<file path="config.mk">
export PLATFORM = sky130hd
export DESIGN_NAME = ibuf_fill_ctrl
export DESIGN_NICKNAME = d
export VERILOG_FILES = /design/src/rtl/ibuf_fill_ctrl.sv
export SDC_FILE = /design/constraint.sdc
export NUM_CORES = 1
export LEC_CHECK = 0
export CORE_AREA = 2 2 644 646
export DETAILED_ROUTE_END_ITERATION = 12
export DIE_AREA = 0 0 646 648
export GPL_TIMING_DRIVEN = 0
export PLACE_DENSITY = 0.3
export SLEW_MARGIN = 20
export SYNTH_ARGS = -nofsm -noshare
export SYNTH_HDL_FRONTEND = slang
export SYNTH_SLANG_ARGS = --single-unit
</file>
<file path="constraint.sdc">
create_clock -name clk -period 2.96 [get_ports clk]
set_input_delay 0.444 -clock clk [delete_from_list [all_inputs] [get_ports clk]]
set_output_delay 0.444 -clock clk [all_outputs]
set_load 0.03 [all_outputs]
</file>
<file path="src/rtl/ibuf_fill_ctrl.sv">
// ---------------------------------------------------------------------------
// ibuf_fill_ctrl
//
// Double-buffering fill controller for the input buffer bank array. Each bank
// address space is split into two halves by the address MSB. DDR beats are
// written into the half that the systolic-array read side is not using. A
// completed tile is handed over with a valid/release handshake, so loading
// and compute can overlap.
//
// Optional feature: define IBUF_FILL_PERF_EN to build the stall counter.
// Without it, perf_stall_cycles is tied to zero.
//
// Ports:
//   clk                single clock
//   reset              asynchronous, active-low reset
//   cfg_start          one-cycle pulse that starts a tile load (honoured only in IDLE)
//   cfg_num_beats      beats in the tile (0 = ignore start, clamped to HALF)
//   cfg_base_addr      start offset within the half
//   ddr_valid/ddr_data DDR beat input
//   ddr_ready          beat accepted when ddr_valid && ddr_ready
//   bs_write_req       per-bank write enable (all banks written together)
//   bs_write_addr      per-bank write address {half, offset}
//   bs_write_data      write data; bank b takes lane b of WRITE_WIDTH bits
//   cons_tile_valid    half selected by cons_buf_sel holds a complete tile
//   cons_buf_sel       half the consumer reads
//   cons_tile_done     consumer releases its current half
//   busy               a load is in progress (state not IDLE)
//   tile_loaded        one-cycle pulse during the commit cycle
//   perf_stall_cycles  WAIT_BUF cycles + LOAD cycles without ddr_valid
//   dbg_state          current FSM state, for observation only
//
// Handshake: a beat transfers on every rising clk edge where
// ddr_valid && ddr_ready. ddr_ready is high exactly while the FSM is in LOAD
// and does not depend on ddr_valid. cons_tile_done is honoured only while
// cons_tile_valid is high.
//
// DDR_BANDWIDTH must equal NUM_BANKS*WRITE_WIDTH.
// ---------------------------------------------------------------------------
module ibuf_fill_ctrl #(
    parameter int NUM_BANKS        = 64,
    parameter int WRITE_WIDTH      = 8,
    parameter int DDR_BANDWIDTH    = 512,
    parameter int WRITE_ADDR_WIDTH = 8,
    parameter int PERF_WIDTH       = 32
) (
    input  logic                                   clk,
    input  logic                                   reset,
    input  logic                                   cfg_start,
    input  logic [WRITE_ADDR_WIDTH-1:0]            cfg_num_beats,
    input  logic [WRITE_ADDR_WIDTH-2:0]            cfg_base_addr,
    input  logic                                   ddr_valid,
    input  logic [DDR_BANDWIDTH-1:0]               ddr_data,
    output logic                                   ddr_ready,
    output logic [NUM_BANKS-1:0]                   bs_write_req,
    output logic [NUM_BANKS*WRITE_ADDR_WIDTH-1:0]  bs_write_addr,
    output logic [DDR_BANDWIDTH-1:0]               bs_write_data,
    output logic                                   cons_tile_valid,
    output logic                                   cons_buf_sel,
    input  logic                                   cons_tile_done,
    output logic                                   busy,
    output logic                                   tile_loaded,
    output logic [PERF_WIDTH-1:0]                  perf_stall_cycles,
    output logic [1:0]                             dbg_state
);

    localparam int OFS_W = WRITE_ADDR_WIDTH - 1;
    localparam logic [WRITE_ADDR_WIDTH-1:0] HALF_N = {1'b1, {OFS_W{1'b0}}};
    localparam logic [WRITE_ADDR_WIDTH-1:0] ONE_N  = {{OFS_W{1'b0}}, 1'b1};

    typedef enum logic [1:0] {
        IDLE     = 2'd0,
        WAIT_BUF = 2'd1,
        LOAD     = 2'd2,
        COMMIT   = 2'd3
    } state_t;

    state_t                        state_q;
    logic                          fill_sel_q;
    logic                          cons_sel_q;
    logic [1:0]                    full_q;
    logic [1:0]                    full_d;
    logic [WRITE_ADDR_WIDTH-1:0]   cnt_q;
    logic [WRITE_ADDR_WIDTH-1:0]   num_q;
    logic [OFS_W-1:0]              base_q;
    logic                          wr_req_q;
    logic [WRITE_ADDR_WIDTH-1:0]   wr_addr_q;
    logic [DDR_BANDWIDTH-1:0]      wr_data_q;
    logic                          tile_loaded_q;

    logic                          accept;
    logic                          last_beat;
    logic                          release_tile;
    logic [1:0]                    full_set;
    logic [1:0]                    full_clr;
    logic [WRITE_ADDR_WIDTH-1:0]   num_clamped;
    logic [OFS_W-1:0]              wr_ofs;

    assign ddr_ready    = (state_q == LOAD);
    assign accept       = ddr_valid && ddr_ready;
    assign last_beat    = (cnt_q == (num_q - ONE_N));
    assign num_clamped  = (cfg_num_beats > HALF_N) ? HALF_N : cfg_num_beats;
    // Offset arithmetic is OFS_W bits wide, so it wraps inside the half.
    assign wr_ofs       = base_q + cnt_q[OFS_W-1:0];

    assign release_tile = cons_tile_done && full_q[cons_sel_q];
    // Commit and release always target different halves, so both masks can
    // be applied in the same cycle.
    assign full_set     = (state_q == COMMIT) ? {fill_sel_q, ~fill_sel_q} : 2'b00;
    assign full_clr     = release_tile ? {cons_sel_q, ~cons_sel_q} : 2'b00;
    assign full_d       = (full_q | full_set) & ~full_clr;

    always_ff @(posedge clk or negedge reset) begin
        if (!reset) begin
            state_q       <= IDLE;
            fill_sel_q    <= 1'b0;
            cons_sel_q    <= 1'b0;
            full_q        <= 2'b00;
            cnt_q         <= '0;
            num_q         <= '0;
            base_q        <= '0;
            wr_req_q      <= 1'b0;
            wr_addr_q     <= '0;
            wr_data_q     <= '0;
            tile_loaded_q <= 1'b0;
        end else begin
            wr_req_q      <= 1'b0;
            tile_loaded_q <= 1'b0;
            full_q        <= full_d;
            if (release_tile) begin
                cons_sel_q <= ~cons_sel_q;
            end
            case (state_q)
                IDLE: begin
                    if (cfg_start && (cfg_num_beats != '0)) begin
                        base_q  <= cfg_base_addr;
                        num_q   <= num_clamped;
                        cnt_q   <= '0;
                        state_q <= full_q[fill_sel_q] ? WAIT_BUF : LOAD;
                    end
                end
                WAIT_BUF: begin
                    if (!full_q[fill_sel_q]) begin
                        state_q <= LOAD;
                    end
                end
                LOAD: begin
                    if (accept) begin
                        wr_req_q  <= 1'b1;
                        wr_addr_q <= {fill_sel_q, wr_ofs};
                        wr_data_q <= ddr_data;
                        cnt_q     <= cnt_q + ONE_N;
                        if (last_beat) begin
                            // Pulse lines up with the last write, which is
                            // the COMMIT cycle.
                            state_q       <= COMMIT;
                            tile_loaded_q <= 1'b1;
                        end
                    end
                end
                COMMIT: begin
                    fill_sel_q <= ~fill_sel_q;
                    state_q    <= IDLE;
                end
                default: state_q <= IDLE;
            endcase
        end
    end

    assign bs_write_req    = {NUM_BANKS{wr_req_q}};
    assign bs_write_addr   = {NUM_BANKS{wr_addr_q}};
    assign cons_tile_valid = full_q[cons_sel_q];
    assign cons_buf_sel    = cons_sel_q;
    assign busy            = (state_q != IDLE);
    assign tile_loaded     = tile_loaded_q;
    assign dbg_state       = state_q;

    // Bank b receives lane b of the registered beat.
    for (genvar b = 0; b < NUM_BANKS; b++) begin : g_bank
        assign bs_write_data[b*WRITE_WIDTH +: WRITE_WIDTH] = wr_data_q[b*WRITE_WIDTH +: WRITE_WIDTH];
    end

`ifdef IBUF_FILL_PERF_EN
    logic [PERF_WIDTH-1:0] stall_q;
    logic                  stall_cycle;

    assign stall_cycle = (state_q == WAIT_BUF) || ((state_q == LOAD) && !ddr_valid);

    always_ff @(posedge clk or negedge reset) begin
        if (!reset) begin
            stall_q <= '0;
        end else if (stall_cycle && (stall_q != '1)) begin
            stall_q <= stall_q + {{(PERF_WIDTH-1){1'b0}}, 1'b1};
        end
    end

    assign perf_stall_cycles = stall_q;
`else
    assign perf_stall_cycles = '0;
`endif

endmodule

</file>
# ---- Word level (Yosys, flattened, before mapping)
# Index checks and enable logic that the tools add are counted.
dict set report totals {
  elab_cells 62
  in_bits 532
  output_inout_bits 1127
  register_bits 551
}
dict set report classes {
  add_sub_neg 3
  order_cmp 3
  eq_ne 8
  bitwise 5
  n_mux 21
  reduce_logical 11
}
# operator n
set ops {}
lappend ops {{$mux 8} 3}
lappend ops {{$pmux 8 s2} 1}
lappend ops {{$mux 2} 7}
lappend ops {{$mux 1} 9}
lappend ops {{$add 8x1->8 const B} 1}
lappend ops {{$eq 8x8->1} 1}
lappend ops {{$gt 8x8->1 const B} 1}
lappend ops {{$pmux 2 s4} 1}
lappend ops {{$reduce_bool 8->1} 1}
lappend ops {{$sub 8x1->8 const B} 1}
lappend ops {{$add 7x7->7} 1}
lappend ops {{$eq 2x2->1 const B} 2}
lappend ops {{$lt 1x2->1 const B} 2}
lappend ops {{$ne 2x1->1 const B} 2}
lappend ops {{$ne 2x2->1 const B} 2}
lappend ops {{$reduce_and 2->1} 2}
lappend ops {{$reduce_and 4->1} 1}
lappend ops {{$reduce_bool 2->1} 2}
lappend ops {{$logic_and 1x1->1} 3}
lappend ops {{$reduce_and 3->1} 1}
lappend ops {{$and 2x2->2} 1}
lappend ops {{$eq 2x1->1 const B} 1}
lappend ops {{$logic_not 2->1} 1}
lappend ops {{$not 1->1} 2}
lappend ops {{other kinds (2)} 2}

# ---- Depth between registers and ports, before layout
# Gate-level depths: netlist of the first run.
dict set report depth {
  word_depth 6
  depth_mapped 10
}

# ---- Least setup slack after synthesis of the first run
# Ideal clock, no wire load.
dict set report synth_timing {
  path_type {register to register}
  start {reg state_q[0] (netlist: dbg_state[0])}
  end {reg wr_data_q[122] (netlist: bs_write_data[122])}
  path_slack_ns 0.449
  path_stages_with_launch 11
  arrival_ns 2.446
  t_required_ns 2.894
  n_path_buf 4
  setup_time_ns 0.066
  cell_sequence {dfrtp_1 > inv_1 > ha_1 > clkbuf_1 > nand2_1 > inv_2 > clkbuf_1 > clkbuf_1 > clkbuf_1 > nand2_1 > nand2_1}
}
dict set report synth_via {
  elab_chain_len 3
}
# element line
set synth_rtl {}
lappend synth_rtl {{start: declaration} 77} ;# state_t state_q;
lappend synth_rtl {{start signal: assignment} 138} ;# state_q <= full_q[fill_sel_q] ? WAIT_BUF : LOAD;
lappend synth_rtl {{$eq 2x2->1 *} 98} ;# assign ddr_ready = (state_q == LOAD);
lappend synth_rtl {{net ddr_ready} 53} ;# output logic ddr_ready,
lappend synth_rtl {{$logic_and 1x1->1} 99} ;# assign accept = ddr_valid && ddr_ready;
lappend synth_rtl {{$reduce_and 2->1 (no line) *} --}
lappend synth_rtl {{end signal: assignment} 150} ;# wr_data_q <= ddr_data;
lappend synth_rtl {{end: declaration} 87} ;# logic [DDR_BANDWIDTH-1:0] wr_data_q;
# Mark *: on every way through the listed nets, which the timed path passes. The rest lies on a longest branch.
# A chain may end at the register's enable or synchronous reset.

# ---- Final worst setup path of the first run
dict set report layout_timing {
  start {reg wr_addr_q[5]}
  end {out bs_write_addr[125]}
}
# element line
set layout_lines {}
lappend layout_lines {{start: declaration} 86} ;# logic [WRITE_ADDR_WIDTH-1:0] wr_addr_q;
lappend layout_lines {{start signal: assignment} 149} ;# wr_addr_q <= {fill_sel_q, wr_ofs};
lappend layout_lines {{end: declaration} 55} ;# output logic [NUM_BANKS*WRITE_ADDR_WIDTH-1:0] bs_write_addr,
# No word-level cell between the ends.

==> results.md, run 1 <==
- Min cycle time layout: 2.83 ns
- Max clock buf depth: 4
- Met3 WL: 25,700 µm
- GPL Wtd Cong: 0.822
- First-pass iteration count of the detailed router: 5
- Post-Synth XOR/XNOR Area: 0.612%
- Post-DP HPWL: 208,000 µm
- Setup violations, final: 0
- Slew Limit Fails: 0
- Final net count: 5,311
- Dpl cells: 10,100
- DRC Markers: 0
- Die footprint: 419,000 µm²
- Drt via density: 2.51
- CP max FO: 58
- WS Path Type: reg2out
- Relative slew slack: 34.3%
- WP data arrival: 2.39 ns
- Final Cell Area: 52,600 µm²
- Slowest-stage cell, CP: clkdlybuf4s50_1
- PD cells: 1300 nW/µm²
- First-pass GRT wire length: 294,000 µm
- Die Ht: 648 µm
- Total CTS buffers: 86
- Final core utilization: 12.8%
- WP data required: 2.52 ns
- Final WL: 238,000 µm
- Most frequent cells in the layout: 1,557 x nand2_1, 1,339 x clkdlybuf4s50_1, 610 x buf_4, 542 x dfrtp_1, 235 x dlygate4sd2_1
- Routed Antenna Nets: 0
- Peak supply drop: 459 µV
- Post-synthesis sequential area ratio: 53.5%
- Top sig layer: met5
- M1 wire length: 89,300 µm
- Register clock-pin slew on the reported worst setup and hold paths: 0.08 ns
- Largest family of logic cells by synthesized area: simple AND/OR/NAND/NOR gates
- Synth Warn #: 0
- Worst path bufs/invs: 3
- Post-synthesis mux area share: 0.554%
- Number of global-route vias before repair: 25,700
- Crit path max-delay family: buffers and inverters
- CP Cell Sequence: buf_16 > buf_4 > clkdlybuf4s50_1
- DR vias: 25,900
- Final Non-Filler Cells: 10,300
- Compound-Gate Fraction of Synth Area: 1.17%
- GR Overflow Total: 0
- Number of flops mapped to enable cells by yosys: 0
- Met2 WL: 117,000 µm
- Synth Area in Simple Gates: 23.8%
- Commonest non-fill, non-tap cell in the layout: nand2_1
- Achievable Freq: 353 MHz
- Status: completed
- CP max stage delay: 0.66 ns
- Layout cell share with drive strength beyond 1: 17.5%
- Mapped Area: 25,800 µm²
- Max-capacitance violation count: 0
- Critical Path Source Type: flop
- # H-tree levels: 3
- HP Class: in2reg
- I/O pins: 1,659
- Total track usage: 10.9%
- Pre-CTS setup slack: -2.02 ns
- Root Buffer: clkbuf_16
- Ys async rst share: 100%
- DP Area: 49,600 µm²
- Initial Utilization: 6.25%
- CTS tree: done
- Clk sinks: 551
- Worst-margin pin slew: 0.982 ns
- Unrepaired setup endpoints after global routing: false
- Area Overhead vs Synth: 104%
- Synth Flop Type: dfrtp_1
- Clk Latency, worst-skew pair: 0.82 ns
- Core area: 412,000 µm²
- Clock Skew: 0.0600 ns
- Final worst path period share: 95.7%
- Leak: 24.3 nW
- Iter 0 DRT Violations: 1,080
- Final WS setup: 0.128 ns
- Initial antenna violation count: 149
- Port bufs: 1,625
- Row cnt: 236
- Die width: 646 µm
- Hold Fails Final Rpt: 0
- Wire length per cell: 23.1 µm
- Distinct cells, synth: 50
- Cells after Synth: 2,987
- Crit end category: output pin
- Adder-cell share of the synthesized area: 0.661%
- Fin Hold WS: 0.149 ns
- Syn avg cell area: 8.62 µm²
- FF+latch count, synth: 551
- Largest net degree at the start of global routing: 86
## tightest hold or removal path, delay by kind of cell
family,cells,cell delay (ns)
simple gates,2,0.10
buf+inv,1,0.40
## report_power, final
part | internal, mW | total [mW] | switching, mW
combinational | 16.9 | 44.0 | 27.1
sequential | 11.0 | 13.5 | 2.47
clock | 6.61 | 11.0 | 4.40
total | 34.6 | 68.5 | 34.0
## what timing repair did
action	CTS	global route
gates resized for setup	261	51
setup endpoints to repair	889	83
setup buffers	8	4
cloned	2	0
endpoints found under the hold margin	79	0
hold buffers	1	0
## stage by stage
stage / TNS [ns] / power (mW)
after floorplan: 0 / 36.9
after global placement: - / 60.2
after detailed placement: -507.52 / 59.7
after CTS: 0 / 70.7
after global routing: 0 / 72.5
final: 0 / 68.5
## sequential cells by signal, summed over array words and instances, names as in the netlist
register and count:
wr_req_q 1, cons_buf_sel 1, cnt_q 8, fill_sel_q 1
dbg_state 2, num_q 8, tile_loaded 1, wr_addr_q 8
bs_write_data 512, base_q 7, full_q 2
## cell usage after synthesis, types with 2 or more instances
cell type	count	area, µm²
a21boi_0	2	15.0
a21o_1	2	15.0
a21oi_1	5	25.0
a221o_1	2	20.0
a22o_1	2	17.5
a31oi_1	3	18.8
buf_1	9	33.8
buf_2	27	135
buf_4	600	4500
clkbuf_1	84	315
dfrtp_1	551	13800
ha_1	12	150
inv_1	16	60.1
mux2_1	8	90.1
mux2_2	2	22.5
mux2i_1	3	30.0
nand2_1	1562	5860
nand2b_1	9	56.3
nand3_1	5	25.0
nor2_1	13	48.8
nor2b_1	2	12.5
nor3_1	2	10.0
o2111ai_1	2	17.5
o21ai_0	10	50.1
o21ai_1	12	60.1
or4_1	2	15.0
xnor2_1	9	78.8
xor2_1	9	78.8
## worst paths after layout
| path | from | end | slack (ns) | depth (start not counted) |
|---|---|---|---|---|
| setup reg to reg | dbg_state[0] | bs_write_data[131] | 0.24 | 12 |
| hold reg to reg | bs_write_data[395] | bs_write_data[395] | 0.47 | 2 |
| hold / removal | ddr_data[117] | bs_write_data[117] | 0.15 | 3 |
| setup / recovery | wr_addr_q[5] | bs_write_addr[125] | 0.13 | 3 |
| min in group asynchronous | reset | bs_write_data[291] | 0.21 | 2 |
| max in group asynchronous | reset | wr_addr_q[5] | 0.99 | 5 |
## area by class of cell
| class | count | area, µm² |
|---|---|---|
| clock buffer | 119 | 2430 |
| buffer | 719 | 5060 |
| tap | 5474 | 6850 |
| fill | 47100 | 359000 |
| sequential | 551 | 13800 |
| antenna | 14 | 35.0 |
| clock inverter | 32 | 492 |
| timing repair buffer | 1661 | 16800 |
| multi-input combinational | 1730 | 7050 |
| inverter | 17 | 63.8 |
## layer usage
metal | vias up | GRT usage [%]
li1 | 12100 | -
met1 | 12300 | 11.8
met2 | 1122 | 19.2
met3 | 335 | 5.28
met4 | 82 | 2.17
met5 | - | 0
## cell families (layout without fill, tap and decap cells)
group           Yosys count  count (layout)
xor+xnor                 18              18
fa+ha+maj                13              13
buf+inv                 737            2548
mux                      13              13
simple gates           1607            1607
flops                   551             551
compound gates           47              47
other cells               1              46
Power figures use the tool's default switching activity.
==> inputs of run 2 (changes only) <==
--- a/config.mk
+++ b/config.mk
@@ -8,9 +8,7 @@
 export CORE_AREA = 2 2 644 646
 export DETAILED_ROUTE_END_ITERATION = 12
 export DIE_AREA = 0 0 646 648
-export GPL_TIMING_DRIVEN = 0
 export PLACE_DENSITY = 0.3
-export SLEW_MARGIN = 20
 export SYNTH_ARGS = -nofsm -noshare
 export SYNTH_HDL_FRONTEND = slang
 export SYNTH_SLANG_ARGS = --single-unit
==> run 2 against run 1 <==
Net effect:
- clock skew down 0.00097 ns
- via count down 8.4%
- die area unchanged
- maximum frequency up 1.6%
- worst setup slack better by 0.043 ns
- utilization down 1.1 points
- routed wire length down 8.7%
- global-route usage down 0.96 points
- sequential power about the same
- final cell count down 6.5%
- final area down 8.9%
- combinational power down 11%
==> results.md, run 2 (synthesis gave the netlist of run 1 again) <==
- Initial Utilization: 6.25% (unchanged)
- Setup violations, final: 0 (unchanged)
- Max-capacitance violation count: 0 (unchanged)
- Layout cell share with drive strength beyond 1: 6.26% (-11 points)
- Die Ht: 648 µm (unchanged)
- Critical R2R Launch: dbg_state[0]
- Port bufs: 1,626 (+0.062%)
- Core area: 412,000 µm² (unchanged)
- Max FFs per register: 512 (unchanged)
- Max clock buf depth: 4 (unchanged)
- CP max FO: 65 (+12%)
- DP Area: 44,900 µm² (-9.4%)
- Unrepaired setup endpoints after global routing: false
- Largest net degree at the start of global routing: 142 (+65%)
- Post-DP HPWL: 188,000 µm (-9.5%)
- Slowest-stage cell, CP: clkdlybuf4s50_1
- Row cnt: 236 (unchanged)
- Setup_tns: 0 ns (unchanged)
- DR vias: 23,700 (-8.4%)
- Peak supply drop: 492 µV (+7.3%)
- Sequential cell area: 13,800 µm² (-0.15%)
- Drt via density: 2.46 (-2.1%)
- Critical Path Source Type: flop
- Die footprint: 419,000 µm² (unchanged)
- First-pass GRT wire length: 270,000 µm (-8.3%)
- Slew Limit Fails: 0 (unchanged)
- Crit end category: output pin
- Sw Pwr: 32.3 mW (-5.0%)
- Register clock-pin slew on the reported worst setup and hold paths: 0.06 ns (-0.02 ns)
- Wire length per cell: 22.6 µm (-2.3%)
- Routed Antenna Nets: 0 (unchanged)
- Worst-margin pin slew: 0.829 ns (-0.154 ns)
- Initial antenna violation count: 167 (+12%)
- Achievable Freq: 359 MHz (+1.6%)
- Fin Hold WS: 0.149 ns (-0.000142 ns)
- Pre-CTS setup slack: 0.219 ns (+2.24 ns)
- CTS tree: done
- Total track usage: 9.92% (-0.96 points)
- Iter 0 DRT Violations: 973 (-9.9%)
- Crit path max-delay family: buffers and inverters
- Clk Latency, worst-skew pair: 0.82 ns (about the same)
- Status: completed
- HP Class: in2reg
- CP Cell Sequence: buf_6 > clkdlybuf4s50_1
- DRC Markers: 0 (unchanged)
- PD cells: 1330 nW/µm² (+2.1%)
- CP max stage delay: 0.78 ns (+0.12 ns)
- Clock network power share: 17.4% (+1.3 points)
- GR Overflow Total: 0 (unchanged)
- Worst path bufs/invs: 2 (-1)
- Die width: 646 µm (unchanged)
- # H-tree levels: 3 (unchanged)
- Final Cell Area: 48,000 µm² (-8.9%)
- Final net count: 4,632 (-13%)
- Leak: 20.0 nW (-18%)
- Final WL: 218,000 µm (-8.7%)
- Number of global-route vias before repair: 23,500 (-8.7%)
- WS Path Type: reg2out
- Register share of total power: 21.0% (+1.3 points)
- Clock Skew: 0.0590 ns (-0.000970 ns)
- Relative slew slack: 44.6% (+10 points)
- First-pass iteration count of the detailed router: 6 (+1)
- Crit path from: wr_addr_q[2]
- Root Buffer: clkbuf_16
- Power share of the combinational group: 61.6% (-2.6 points)
- Multi-input logic area: 7040 µm² (-0.27%)
- Filler cell count: 47,300 (+0.26%)
- Internal: 31.5 mW (-9.0%)
- Sw Ratio: 50.6% (+1.1 points)
- Final worst path period share: 94.2% (-1.5 points)
- Clk sinks: 551 (unchanged)
- WP data arrival: 2.34 ns (-0.05 ns)
- Total CTS buffers: 86 (unchanged)
- Area Overhead vs Synth: 86.2%
- Most frequent cells in the layout: 1,596 x clkdlybuf4s50_1, 1,561 x nand2_1, 543 x dfrtp_1, 86 x clkbuf_16, 66 x buf_4
- GPL Wtd Cong: 0.811 (-1.3%)
- Commonest non-fill, non-tap cell in the layout: clkdlybuf4s50_1
- Hold Fails Final Rpt: 0 (unchanged)
- Worst hold start: ddr_data[372]
- Final WS setup: 0.171 ns (+0.0433 ns)
- Min cycle time layout: 2.79 ns (-0.0433 ns)
- WP data required: 2.52 ns (about the same)
- I/O pins: 1,659 (unchanged)
run 2: cell types whose count changed in the layout (fill, tap and decap cells not counted), moves of 23 or more:
cell / change
buf_12: +23
clkdlybuf4s50_1: +257
dlygate4sd2_1: -234
buf_2: -32
buf_4: -544
dlymetal6s2s_1: -44
clkbuf_1: -70
run 2: cell type report:
class / instances / area share [%]
repair buffers: 1701 / 35.8
flip-flops and latches: 551 / 28.8
multi-input cells: 1730 / 14.7
well taps: 5474 / 14.3
clock buffers: 119 / 5.18
clock inverters: 33 / 1.00
inverters: 17 / 0.149
diodes: 20 / 0.104
run 2: timing repair:
action                                  4_1_cts  5_1_grt
endpoints found under the setup margin      193       35
hold endpoints to repair                     61        0
hold buffers                                  1        0
gates resized for setup                       4        1
pin swaps                                     0        0
buffers inserted                              0        0
run 2: power groups by stage:
stage	Clock [mW]	Combinational [mW]	Sequential, mW
after detailed placement	0	40.5	13.5
final	11.1	39.3	13.4
after global placement	0	40.6	13.5
after floorplan	0	16.9	20.0
after CTS	11.7	40.6	13.5
after global routing	11.9	41.6	13.9
run 2: stage by stage:
stage	total power, mW	cells	utilization [%]
after floorplan	36.9	3018	-
after global routing	67.4	9626	11.6
final	63.7	9645	11.6
after CTS	65.8	9625	11.6
after detailed placement	54.1	9472	10.9
after global placement	54.1	9472	10.9
run 2: final timing paths:
| kind | cells past startpoint | slack [ns] | end |
|---|---|---|---|
| setup / recovery | 2 | 0.17 | bs_write_addr[498] |
| hold / removal | 3 | 0.15 | bs_write_data[372] |
| setup reg to reg | 9 | 0.51 | cnt_q[5] |
| hold reg to reg | 2 | 0.47 | bs_write_data[18] |
| max in group asynchronous | 3 | 1.79 | bs_write_data[190] |
| min in group asynchronous | 2 | 0.19 | bs_write_data[226] |
run 2: metal layers:
metal  share of wire, %  vias up  global-route usage [%]
met5               0.22        -                       0
met4                2.3       78                    2.10
met3                 11      329                    5.02
met2                 49     1129                    17.1
met1                 37    11500                    10.9
li1                   -    10700                       -
run 2: worst reg2reg max path, stage by stage (launching register included):
cell	delay [ns]
dfrtp_1	0.43
inv_1	0.13
ha_1	0.51
buf_4	0.23
o21ai_0	0.11
a2111oi_1	0.41
buf_4	0.20
nand3_1	0.09
xor2_1	0.16
nor2_1	0.06
==> inputs of run 3 (changes only) <==
--- a/config.mk
+++ b/config.mk
@@ -6,6 +6,8 @@
 export NUM_CORES = 1
 export LEC_CHECK = 0
 export CORE_AREA = 2 2 644 646
+export CTS_BUF_LIST = sky130_fd_sc_hd__clkbuf_16
+export CTS_CLUSTER_SIZE = 16
 export DETAILED_ROUTE_END_ITERATION = 12
 export DIE_AREA = 0 0 646 648
 export PLACE_DENSITY = 0.3
==> run 3 against run 2 <==
Net effect:
- final area shrank 0.44%
- register-to-register slack is essentially flat
- flip-flop and latch count is the same
- utilization shrank 0.052 points
- combinational power is essentially flat
- die area is the same
- first-iteration DRC count grew 7.6%
- total power shrank 0.95%
- clock skew is essentially flat
- global-route usage is essentially flat
- maximum frequency is essentially flat
- highest routed layer unchanged
==> results.md, run 3 (synthesis gave the netlist of run 1 again) <==
- Status: completed
- Die footprint: 419,000 µm² (unchanged)
- Iter 0 DRT Violations: 1,047 (+7.6%)
- Final Cell Area: 47,700 µm² (-0.44%)
- Global Route met3 Usage: 5.03% (+0.0092 points)
- Critical Path Source Type: flop
- GR Overflow Total: 0 (unchanged)
- First-pass iteration count of the detailed router: 6 (unchanged)
- Final worst path period share: 94.2% (about the same)
- GPL Wtd Cong: 0.811 (unchanged)
- Commonest non-fill, non-tap cell in the layout: clkdlybuf4s50_1
- WP data arrival: 2.34 ns (about the same)
- Total track usage: 9.92% (about the same)
- Power share of the combinational group: 62.2% (+0.6 points)
- WS Path Type: reg2out
- Sw Pwr: 32.2 mW (about the same)
- Clk sinks: 551 (unchanged)
- Wire length per cell: 22.6 µm (about the same)
- DRC Markers: 0 (unchanged)
- # H-tree levels: 3 (unchanged)
- Setup_tns: 0 ns (unchanged)
- Filler cell count: 47,300 (+0.049%)
- Core area: 412,000 µm² (unchanged)
- Most frequent cells in the layout: 1,596 x clkdlybuf4s50_1, 1,561 x nand2_1, 543 x dfrtp_1, 86 x clkbuf_16, 66 x buf_4
- Max clock buf depth: 4 (unchanged)
- CTS tree: done
- Grt met2 use: 17.1% (about the same)
- I/O pins: 1,659 (unchanged)
- Port bufs: 1,626 (unchanged)
- WP data required: 2.52 ns (about the same)
- Unrepaired setup endpoints after global routing: false
- Leak: 20.0 nW (-0.34%)
- Initial Utilization: 6.25% (unchanged)
- Min cycle time layout: 2.79 ns (+0.0000120 ns)
- PD cells: 1320 nW/µm² (-0.51%)
- Slew Limit Fails: 0 (unchanged)
- CP max FO: 65 (unchanged)
- Area Overhead vs Synth: 85.4%
- Root Buffer: clkbuf_16
- Clock Skew: 0.0595 ns (+0.000497 ns)
- Final WL: 217,000 µm (about the same)
- Final WS setup: 0.171 ns (-0.0000120 ns)
- Layout cell share with drive strength beyond 1: 5.76% (-0.51 points)
- Clock network power share: 16.6% (-0.8 points)
- Post-CTS setup buffer count: 0 (unchanged)
- Total Power: 63.1 mW (-0.95%)
- Initial antenna violation count: 168 (+0.60%)
- Drt via density: 2.46 (+0.11%)
- Crit end category: output pin
- Setup violations, final: 0 (unchanged)
- Register share of total power: 21.2% (+0.2 points)
- Final net count: 4,632 (unchanged)
- Row cnt: 236 (unchanged)
- Post-DP HPWL: 188,000 µm (unchanged)
- Busiest grt layer: met2
- Largest net degree at the start of global routing: 142 (unchanged)
- Die width: 646 µm (unchanged)
- Max FFs per register: 512 (unchanged)
- First-pass GRT wire length: 270,000 µm (about the same)
- Sw Ratio: 51.1% (+0.46 points)
- Worst-margin pin slew: 0.829 ns (+0.0000824 ns)
- Internal: 30.9 mW (-1.9%)
- Relative slew slack: 44.6% (about the same)
- Routed Antenna Nets: 0 (unchanged)
- Met1 Use GR: 10.8% (about the same)
- HP Class: in2reg
- Total CTS buffers: 86 (unchanged)
- Number of global-route vias before repair: 23,500 (+0.15%)
- Pre-CTS setup slack: 0.219 ns (unchanged)
- DP Area: 44,900 µm² (unchanged)
- Clk Latency, worst-skew pair: 0.82 ns (about the same)
- Die Ht: 648 µm (unchanged)
- Peak supply drop: 492 µV (about the same)
- Max-capacitance violation count: 0 (unchanged)
- Register clock-pin slew on the reported worst setup and hold paths: 0.06 ns (about the same)
- Hold Fails Final Rpt: 0 (unchanged)
- Achievable Freq: 359 MHz (about the same)
- DR vias: 23,700 (+0.10%)
-- run 3: changes by cell type in the layout (fill, tap and decap cells not counted) --
cell	previous run	this run
clkbuf_1	12	0
clkbuf_8	21	0
clkinv_1	0	21
diode_2	20	19
inv_1	16	28
-- run 3: worst paths after layout --
path	startpoint	to	slack (ns)	cells after the start
min in group asynchronous	reset	bs_write_data[226]	0.19	2
hold reg to reg	bs_write_data[18]	bs_write_data[18]	0.47	2
setup reg to reg	dbg_state[0]	cnt_q[5]	0.51	9
max in group asynchronous	reset	bs_write_data[190]	1.77	3
setup / recovery	wr_addr_q[2]	bs_write_addr[498]	0.17	2
hold / removal	ddr_data[372]	bs_write_data[372]	0.15	3
-- run 3: repair_timing --
item	4_1_cts	5_1_grt
gates resized for setup	4	1
hold buffers	1	0
setup endpoints to repair	193	29
hold endpoints to repair	61	0
-- run 3: cell type report --
type / instances / area, µm² / share of cell area, %
Timing Repair Buffer: 1701 / 17200 / 36.0
Sequential cell: 551 / 13800 / 28.9
Multi-Input combinational cell: 1730 / 7040 / 14.7
Tap cell: 5474 / 6850 / 14.3
Clock buffer: 86 / 2150 / 4.51
Clock inverter: 66 / 604 / 1.27
Inverter: 17 / 71.3 / 0.149
Antenna cell: 19 / 47.5 / 0.0996
-- run 3: power by group through the flow --
stage	clock, mW	sequential, mW	combinational, mW
final	10.5	13.4	39.2
after detailed placement	0	13.5	40.5
after global routing	11.3	13.9	41.6
after CTS	11.0	13.5	40.7
after global placement	0	13.5	40.6
after floorplan	0	20.0	16.9
-- run 3: stage by stage --
| stage | cells | hold slack [ns] | utilization, % |
|---|---|---|---|
| final | 9644 | 0.148 | 11.6 |
| after global routing | 9627 | 0.101 | 11.6 |
| after CTS | 9625 | 0.0437 | 11.6 |
| after detailed placement | 9472 | 0.442 | 10.9 |
| after global placement | 9472 | 0.441 | 10.9 |
| after floorplan | 3018 | 0.148 | - |
-- run 3: per-layer routing --
metal / up-vias / wire [µm]
li1: 10700 / -
met1: 11500 / 81300
met2: 1135 / 106000
met3: 338 / 24800
met4: 78 / 5200
met5: - / 476
-- run 3: critical path, cell delays in order, from the launching register on --
cell,delay [ns]
dfrtp_2,0.35
buf_6,0.37
clkdlybuf4s50_1,0.78
